File: config.mk
export PLATFORM = sky130hd
export DESIGN_NAME = parking_gate_arbiter
export DESIGN_NICKNAME = d
export VERILOG_FILES = /design/src/rtl/parking_gate_arbiter.sv
export SDC_FILE = /design/constraint.sdc
export NUM_CORES = 1
export LEC_CHECK = 0
export CORE_UTILIZATION = 47
export DETAILED_ROUTE_END_ITERATION = 6
export PLACE_DENSITY = 0.75
export SYNTH_ARGS = -nofsm -noshare
export SYNTH_HDL_FRONTEND = slang
export SYNTH_SLANG_ARGS = --single-unit
File: constraint.sdc
create_clock -name clk -period 2.1 [get_ports clk]
set_input_delay 0.315 -clock clk [delete_from_list [all_inputs] [get_ports clk]]
set_output_delay 0.315 -clock clk [all_outputs]
set_load 0.05 [all_outputs]
File: src/rtl/parking_gate_arbiter.sv
`default_nettype none
// ============================================================================
// Module      : parking_gate_arbiter
// Description : Turns level entry/exit requests from the gate sensors into
//               single-cycle car_enter/car_exit pulses with a valid car_sel.
//               Picks the lowest free slot on entry, validates exit requests
//               against slot occupancy, alternates between simultaneous
//               entry/exit requests and times the gate-open window.
// Revision    : 1.0 - initial release
// ============================================================================
module parking_gate_arbiter #(
  parameter int unsigned GATE_CYCLES = 4
) (
  input  logic       clk,
  input  logic       reset,
  input  logic       entry_req,
  input  logic       exit_req,
  input  logic [2:0] exit_sel,
  input  logic [2:0] occupied,
  output logic       car_enter,
  output logic       car_exit,
  output logic [2:0] car_sel,
  output logic       entry_ack,
  output logic       exit_ack,
  output logic       exit_err,
  output logic       entry_gate_open,
  output logic       exit_gate_open,
  output logic       lot_full,
  output logic [1:0] free_count
);

  typedef enum logic [2:0] {
    S_IDLE        = 3'd0,
    S_ISSUE_ENTER = 3'd1,
    S_ISSUE_EXIT  = 3'd2,
    S_REJECT      = 3'd3,
    S_GATE_ENTRY  = 3'd4,
    S_GATE_EXIT   = 3'd5
  } state_t;

  typedef enum logic {
    GRANT_ENTRY = 1'b0,
    GRANT_EXIT  = 1'b1
  } grant_t;

  // The timer is loaded as the gate opens, so it counts the remaining
  // open cycles after the current one.
  localparam logic [3:0] C_GATE_LOAD = 4'(GATE_CYCLES - 1);

  state_t     state_q, state_d;
  grant_t     last_grant_q, last_grant_d;
  logic [3:0] timer_q, timer_d;
  logic [2:0] car_sel_q, car_sel_d;
  logic       car_enter_q, car_enter_d;
  logic       car_exit_q, car_exit_d;
  logic       entry_ack_q, entry_ack_d;
  logic       exit_ack_q, exit_ack_d;
  logic       exit_err_q, exit_err_d;
  logic       entry_gate_open_q, entry_gate_open_d;
  logic       exit_gate_open_q, exit_gate_open_d;

  logic       entry_eligible;
  logic       exit_valid;
  logic [2:0] free_slot_sel;

  assign lot_full       = &occupied;
  assign free_count     = {1'b0, ~occupied[0]} + {1'b0, ~occupied[1]} + {1'b0, ~occupied[2]};
  assign entry_eligible = entry_req && !lot_full;

  // Lowest free slot id (slot 1 first); only used when the lot is not full.
  always_comb begin
    free_slot_sel = 3'd3;
    if (!occupied[0]) begin
      free_slot_sel = 3'd1;
    end else if (!occupied[1]) begin
      free_slot_sel = 3'd2;
    end
  end

  // An exit is valid only for ids 1..3 whose slot is currently occupied.
  always_comb begin
    exit_valid = 1'b0;
    case (exit_sel)
      3'd1:    exit_valid = occupied[0];
      3'd2:    exit_valid = occupied[1];
      3'd3:    exit_valid = occupied[2];
      default: exit_valid = 1'b0;
    endcase
  end

  // Next-state and registered-output logic; pulses and acks default low.
  always_comb begin
    state_d           = state_q;
    last_grant_d      = last_grant_q;
    timer_d           = timer_q;
    car_sel_d         = car_sel_q;
    car_enter_d       = 1'b0;
    car_exit_d        = 1'b0;
    entry_ack_d       = 1'b0;
    exit_ack_d        = 1'b0;
    exit_err_d        = 1'b0;
    entry_gate_open_d = 1'b0;
    exit_gate_open_d  = 1'b0;
    case (state_q)
      S_IDLE: begin
        // Entry wins when it is the only candidate, or when both compete
        // and the previous grant went to the exit side.
        if (entry_eligible && (!exit_req || last_grant_q == GRANT_EXIT)) begin
          state_d      = S_ISSUE_ENTER;
          last_grant_d = GRANT_ENTRY;
          car_enter_d  = 1'b1;
          entry_ack_d  = 1'b1;
          car_sel_d    = free_slot_sel;
        end else if (exit_req) begin
          // A rejected exit still counts as an exit grant for fairness.
          last_grant_d = GRANT_EXIT;
          exit_ack_d   = 1'b1;
          if (exit_valid) begin
            state_d    = S_ISSUE_EXIT;
            car_exit_d = 1'b1;
            car_sel_d  = exit_sel;
          end else begin
            state_d    = S_REJECT;
            exit_err_d = 1'b1;
          end
        end
      end
      S_ISSUE_ENTER: begin
        state_d           = S_GATE_ENTRY;
        timer_d           = C_GATE_LOAD;
        entry_gate_open_d = 1'b1;
      end
      S_ISSUE_EXIT: begin
        state_d          = S_GATE_EXIT;
        timer_d          = C_GATE_LOAD;
        exit_gate_open_d = 1'b1;
      end
      S_REJECT: begin
        state_d = S_IDLE;
      end
      S_GATE_ENTRY: begin
        if (timer_q == 4'd0) begin
          state_d = S_IDLE;
        end else begin
          timer_d           = timer_q - 4'd1;
          entry_gate_open_d = 1'b1;
        end
      end
      S_GATE_EXIT: begin
        if (timer_q == 4'd0) begin
          state_d = S_IDLE;
        end else begin
          timer_d          = timer_q - 4'd1;
          exit_gate_open_d = 1'b1;
        end
      end
      default: begin
        state_d = S_IDLE;
      end
    endcase
  end

  // State and output registers; reset closes both gates immediately.
  always_ff @(posedge clk or posedge reset) begin
    if (reset) begin
      state_q           <= S_IDLE;
      last_grant_q      <= GRANT_ENTRY;
      timer_q           <= 4'd0;
      car_sel_q         <= 3'd0;
      car_enter_q       <= 1'b0;
      car_exit_q        <= 1'b0;
      entry_ack_q       <= 1'b0;
      exit_ack_q        <= 1'b0;
      exit_err_q        <= 1'b0;
      entry_gate_open_q <= 1'b0;
      exit_gate_open_q  <= 1'b0;
    end else begin
      state_q           <= state_d;
      last_grant_q      <= last_grant_d;
      timer_q           <= timer_d;
      car_sel_q         <= car_sel_d;
      car_enter_q       <= car_enter_d;
      car_exit_q        <= car_exit_d;
      entry_ack_q       <= entry_ack_d;
      exit_ack_q        <= exit_ack_d;
      exit_err_q        <= exit_err_d;
      entry_gate_open_q <= entry_gate_open_d;
      exit_gate_open_q  <= exit_gate_open_d;
    end
  end

  assign car_enter       = car_enter_q;
  assign car_exit        = car_exit_q;
  assign car_sel         = car_sel_q;
  assign entry_ack       = entry_ack_q;
  assign exit_ack        = exit_ack_q;
  assign exit_err        = exit_err_q;
  assign entry_gate_open = entry_gate_open_q;
  assign exit_gate_open  = exit_gate_open_q;

endmodule
`default_nettype wire
==> results of run 1 <==
## stage by stage
stage               hold WS, ns  total power (uW)
floorplan                0.2411              1123
global placement         0.4871              1308
detailed placement       0.5111              1324
CTS                      0.4260              1496
global route             0.4851              1585
finish                   0.4005              1486
## per-layer routing
layer / vias to the layer above / routed length, um / GRT usage (%)
met3: 2 / 80 / 3.175
met2: 21 / 661 / 22.86
met1: 306 / 809 / 26.20
met4: 0 / 19 / 9.091
li1: 338 / - / -
met5: - / 0 / 0
## cell families (layout without fill, tap and decap cells)
logic type | after synthesis | count (layout)
buffers and inverters | 13 | 36
AO/OA/AOI/OAI | 19 | 19
multiplexers | 3 | 3
flip-flops | 17 | 17
XOR/XNOR | 2 | 2
AND/OR/NAND/NOR | 27 | 27
adder cells (fa/ha/maj) | 2 | 2
## synth_stat cells (2+ instances only)
cell | number | share of area (%)
o221a_1 | 2 | 2.5
dfrtp_1 | 17 | 48
a31oi_1 | 2 | 1.4
nor3_1 | 2 | 1.1
nor2_1 | 6 | 2.5
o21ai_1 | 2 | 1.1
nand2_1 | 2 | 0.85
nand3_1 | 2 | 1.1
inv_1 | 10 | 4.2
nor2b_1 | 5 | 3.5
nand4_1 | 3 | 2.1
a22o_2 | 2 | 2.3
o21ai_0 | 2 | 1.1
mux2_2 | 3 | 3.8
nand2b_1 | 2 | 1.4
a21oi_1 | 2 | 1.1
## final timing paths
kind	to	slack (ns)	cells past startpoint
max	free_count[0]	0.20	4
min	exit_gate_open	0.40	2
max reg2reg	car_sel[0]	0.41	4
min reg2reg	car_sel[2]	0.54	1
max in group asynchronous	state_q[0]	1.30	2
min in group clk	car_sel[2]	0.54	1
## worst reg2reg max path: stages, from the launching register on
cell      delay (ns)
dfrtp_1         0.48
or3_4           0.44
a311oi_4        0.32
nand2_2         0.11
o221a_1         0.24
## cells in the final DEF, fill, tap and decap left out, drive strengths merged
cell           Yosys  final
or2b               1      1
mux2               3      3
ha                 1      1
buf                2      3
nand2b             2      2
a21oi              2      2
o21ai              4      4
o211ai             1      1
nor3               2      2
o21a               1      1
xnor2              1      1
nand2              3      3
inv               10     10
fa                 1      1
o221a              2      2
xor2               1      1
dfrtp             17     17
o22ai              1      1
nand4              3      3
a32o               1      1
nor2b              5      5
a31oi              2      2
a22o               2      2
nor2               6      6
or3                2      2
clkbuf             1      4
nand3              2      2
clkdlybuf4s50      0     19
a311oi             2      2
a31o               1      1
nor4bb             1      1
## state kept, by name, indices dropped and copies added (netlist names)
| name | cells |
|---|---|
| state_q | 3 |
| car_sel | 3 |
| entry_gate_open | 1 |
| exit_err | 1 |
| entry_ack | 1 |
| timer_q | 4 |
| last_grant_q | 1 |
| car_exit | 1 |
| exit_gate_open | 1 |
| exit_ack | 1 |
## area by class of cell
class | count | area (um^2) | share of cell area [%]
timing repair buffer | 22 | 250.2 | 21.41
tap | 25 | 31.28 | 2.677
inverter | 10 | 37.54 | 3.212
multi-input combinational | 53 | 397.9 | 34.05
sequential | 17 | 425.4 | 36.40
clock buffer | 4 | 26.28 | 2.248
## report_power, final
part	internal (uW)	switching, uW	total (uW)
registers	437	102	539
clock network	73.7	97.7	171
logic	330	446	776
==> impl_metrics.json, run 1 <==
{
  "crit_path_max_fanout": 5,
  "setup_viol": 0,
  "ys_ff_latch": 17,
  "worstPathBufferInverterCount": 3,
  "portBuffers": 22,
  "drv_slew": 0,
  "slew-limit-headroom_pct": 58.12,
  "avgSynthCellArea_um2": 10.69,
  "grt_pass1_wl_um": 2546,
  "worstSetupPathType": "in -> out",
  "first_global_vias": 580,
  "synth-xor-area-share_pct": 1.975,
  "post_cts_buffers": 0,
  "clockBufferDepth": 2,
  "endpoint_kind": "output port",
  "slowest_delay_ns": 0.56,
  "area_delta_synth_final_pct": 31.73,
  "skew_ns": 0.004300,
  "cts_tree": "yes",
  "cap_violations": 0,
  "die_w_um": 45.45,
  "powerDensity_mw_per_mm2": 1272,
  "fillers": 135,
  "dp_worst_setup_slack_ns": 0.1153,
  "placedInstanceArea_mm2": 0.001142,
  "synth-async-reset-ratio_pct": 100.0,
  "crit_family": "buffers and inverters",
  "synth_edf_count": 0,
  "fin_cells": 131,
  "hold_viol_final": 0,
  "cts_buffers": 3,
  "clock-root-buffer": "clkbuf_4",
  "synth_cells": 83,
  "cp_cell_sequence": "clkdlybuf4s50_1 > fa_1 > inv_1 > buf_12",
  "syn-num-nets": 95,
  "row_count": 15,
  "synth_compound_area_share_pct": 18.05,
  "start_util_pct": 50.82,
  "min_period_over_period_pct": 90.43,
  "cts_max_level": 1,
  "drive_gt1_share_pct": 14.15,
  "cp-start-kind": "primary input",
  "synth_warnings": 0,
  "synth.distinct_cells": 35,
  "grt-ovfl-total": 0,
  "rsz0062_at_grt": "false",
  "ys_seq_area_share_pct": 47.95,
  "placed_cells": 127,
  "stdcell_area_mm2": 0.001169,
  "gp_congestion": 0.8151,
  "diodes": 0,
  "cp.arrival_ns": 1.58,
  "cts-resized-gates": 0,
  "status": "complete, no violations",
  "r2r-start": "state_q[0]",
  "fp.coreArea_mm2": 0.001745,
  "num-nets-final": 119,
  "holdBufCountCts": 0,
  "synthMuxAreaShare_pct": 3.808,
  "wire_per_inst_um": 11.98,
  "vdd_drop_max_v": 0.0006036,
  "yosys_most_used_dff": "dfrtp_1",
  "finish.utilization_pct": 66.95,
  "grt_max_degree": 18,
  "setup-tns-final_ns": 0,
  "dieArea_mm2": 0.002065,
  "die_h_um": 45.45,
  "final.min_clock_period_ns": 1.899,
  "antenna_found_initial": 0,
  "leakage_uw": 0.0005121,
  "hpwl_um": 1210,
  "cp.required_ns": 1.78,
  "crit_start": "occupied[0]",
  "min_path_type": "in -> async",
  "drt-pass1-iter-count": 4,
  "worst_pin_slew_ns": 0.6276,
  "ant_nets": 0,
  "grt_use_total_pct": 17.26,
  "drt_wl_total_um": 1570,
  "fmax_mhz": 526.6,
  "drc": 0,
  "synth_area_um2": 887.1,
  "io_pins": 23,
  "initialDrtViolationCount": 7,
  "timing.final.ws_setup_ns": 0.2010,
  "critical-path-slowest-cell": "fa_1",
  "synth_fa_ha_area_share_pct": 3.667,
  "cts.clk_slew.worst_paths_ns": 0.10,
  "vias": 667,
  "synth-simple-area-share_pct": 17.35,
  "clk_latency_ns": 0.28,
  "synth_top_family_by_area": "compound AO/OA/AOI/OAI gates",
  "clock_sinks": 17,
  "viasPerCell": 5.092
}
Power figures use the tool's default switching activity.
==> run 2, diff against run 1 <==
Settings changed: CTS_CLUSTER_SIZE set to 20.
==> results of run 2 <==
No change in the layout: final DEF, timing and power equal those of run 1.
==> run 3, diff against run 2 <==
--- a/constraint.sdc
+++ b/constraint.sdc
@@ -3,2 +3,2 @@
 set_output_delay 0.315 -clock clk [all_outputs]
-set_load 0.05 [all_outputs]
+set_load 0.01 [all_outputs]
==> impl_metrics.json, run 3 (synthesis gave the netlist of run 1 again) <==
{
  "status": "complete, no violations",
  "power_frac_clock_pct": 13.6,
  "drt-pass1-iter-count": 4,
  "drc": 0,
  "clock-root-buffer": "clkbuf_4",
  "switching_power_uw": 478.8,
  "diodes": 0,
  "min_path_type": "in -> async",
  "cap_violations": 0,
  "clk_latency_ns": 0.29,
  "p_sw_share_pct": 36.62,
  "worst_pin_slew_ns": 0.6274,
  "row_count": 15,
  "vdd_drop_max_v": 0.0005987,
  "cts_max_level": 1,
  "cp-start-kind": "primary input",
  "die_w_um": 45.45,
  "slew-limit-headroom_pct": 58.13,
  "placed_cells": 131,
  "wire_per_inst_um": 12.44,
  "leakage_uw": 0.0005203,
  "drv_slew": 0,
  "rsz0062_at_grt": "false",
  "portBuffers": 22,
  "cp_cell_sequence": "clkdlybuf4s50_1 > buf_4 > nand3_1 > inv_1 > clkdlybuf4s50_1",
  "largest_reg_flops": 4,
  "holdBufCountCts": 0,
  "area_delta_synth_final_pct": 31.59,
  "intPower_uw": 828.7,
  "layout_common_cells": "clkdlybuf4s50_1, dfrtp_1, inv_1, nor2_1, nor2b_1",
  "mostFrequentLayoutCell": "clkdlybuf4s50_1",
  "viasPerCell": 5.267,
  "hold_slack_ns": 0.3877,
  "timing.final.ws_setup_ns": 0.1487,
  "clock_sinks": 17,
  "num-nets-final": 123,
  "crit_path_max_fanout": 4,
  "drt_wl_total_um": 1679,
  "cts-resized-gates": 2,
  "antenna_found_initial": 0,
  "hold_viol_final": 0,
  "clockBufferDepth": 2,
  "dieArea_mm2": 0.002065,
  "fmax_mhz": 512.5,
  "critical-path-slowest-cell": "clkdlybuf4s50_1",
  "power.total_uw": 1308,
  "cp.arrival_ns": 1.64,
  "hpwl_um": 1305,
  "die_h_um": 45.45,
  "min_period_over_period_pct": 92.92,
  "gp_congestion": 0.7914,
  "start_util_pct": 50.82,
  "dp_worst_setup_slack_ns": -0.05106,
  "grt_max_degree": 18,
  "first_global_vias": 569,
  "grt_use_total_pct": 18.16,
  "endpoint_kind": "output port",
  "cts.clk_slew.worst_paths_ns": 0.10,
  "final.min_clock_period_ns": 1.951,
  "powerDensity_mw_per_mm2": 1120,
  "fp.coreArea_mm2": 0.001745,
  "crit_family": "buffers and inverters",
  "ant_nets": 0,
  "crit_path_frequent_cell": "clkdlybuf4s50_1",
  "initialDrtViolationCount": 13,
  "p_seq_share_pct": 41.3,
  "slowest_delay_ns": 0.53,
  "max_flop_register": "timer_q",
  "cts_tree": "yes",
  "skew_ns": 0.0007466,
  "cp.required_ns": 1.78,
  "p_comb_share_pct": 45.1,
  "setup_viol": 0,
  "vias": 711,
  "grt_pass1_wl_um": 2525,
  "fin_cells": 135,
  "drive_gt1_share_pct": 15.45,
  "cts_buffers": 3,
  "io_pins": 23,
  "grt-ovfl-total": 0,
  "worstSetupPathType": "in -> out",
  "worstPathBufferInverterCount": 4,
  "finish.utilization_pct": 66.88,
  "post_cts_buffers": 0
}
-- run 3: cell count changes in the layout (fill, tap and decap cells not counted) --
cell,before,now
buf_12,3,0
clkbuf_1,1,0
clkdlybuf4s50_1,19,20
clkinv_2,0,1
buf_4,0,4
dlygate4sd2_1,0,2
-- run 3: path summary, 6_finish.rpt --
check	startpoint	endpoint	slack, ns	cells after the start
worst max-delay path	occupied[1]	lot_full	0.15	5
worst min-delay path	reset	exit_ack	0.39	2
worst max register to register	state_q[0]	car_sel[1]	0.39	4
worst min register to register	timer_q[1]	timer_q[1]	0.54	1
max in group asynchronous	reset	timer_q[2]	1.31	2
min in group clk	timer_q[1]	timer_q[1]	0.54	1
-- run 3: layout make-up --
class                   instances  area [um^2]
clock buffers                   3        22.52
repair buffers                 26        247.7
multi-input cells              53        397.9
flip-flops and latches         17        425.4
well taps                      25        31.28
inverters                      10        37.54
clock inverters                 1        5.005
fillers                       151        578.1
-- run 3: power by group through the flow --
| stage | clock (uW) | sequential (uW) | combinational (uW) |
|---|---|---|---|
| 2_1_floorplan | 0 | 530 | 415 |
| 3_3_place_gp | 0 | 541 | 576 |
| 3_5_place_dp | 0 | 544 | 594 |
| 4_1_cts | 180 | 538 | 593 |
| 5_1_grt | 200 | 554 | 644 |
| 6_report | 178 | 540 | 590 |
-- run 3: routing by layer --
layer  routed length, um  up-vias  track usage (%)
li1                    -      348                -
met1                 810      335            25.45
met2                 765       23            25.71
met3                  61        5            3.571
met4                  41        0            10.91
met5                   0        -                0
-- run 3: through the flow --
stage	area, um^2	setup TNS, ns
after floorplan	887.1	0
after global placement	1142	-0.04014
after detailed placement	1142	-0.07046
after CTS	1167	0
after global routing	1167	0
final	1167	0
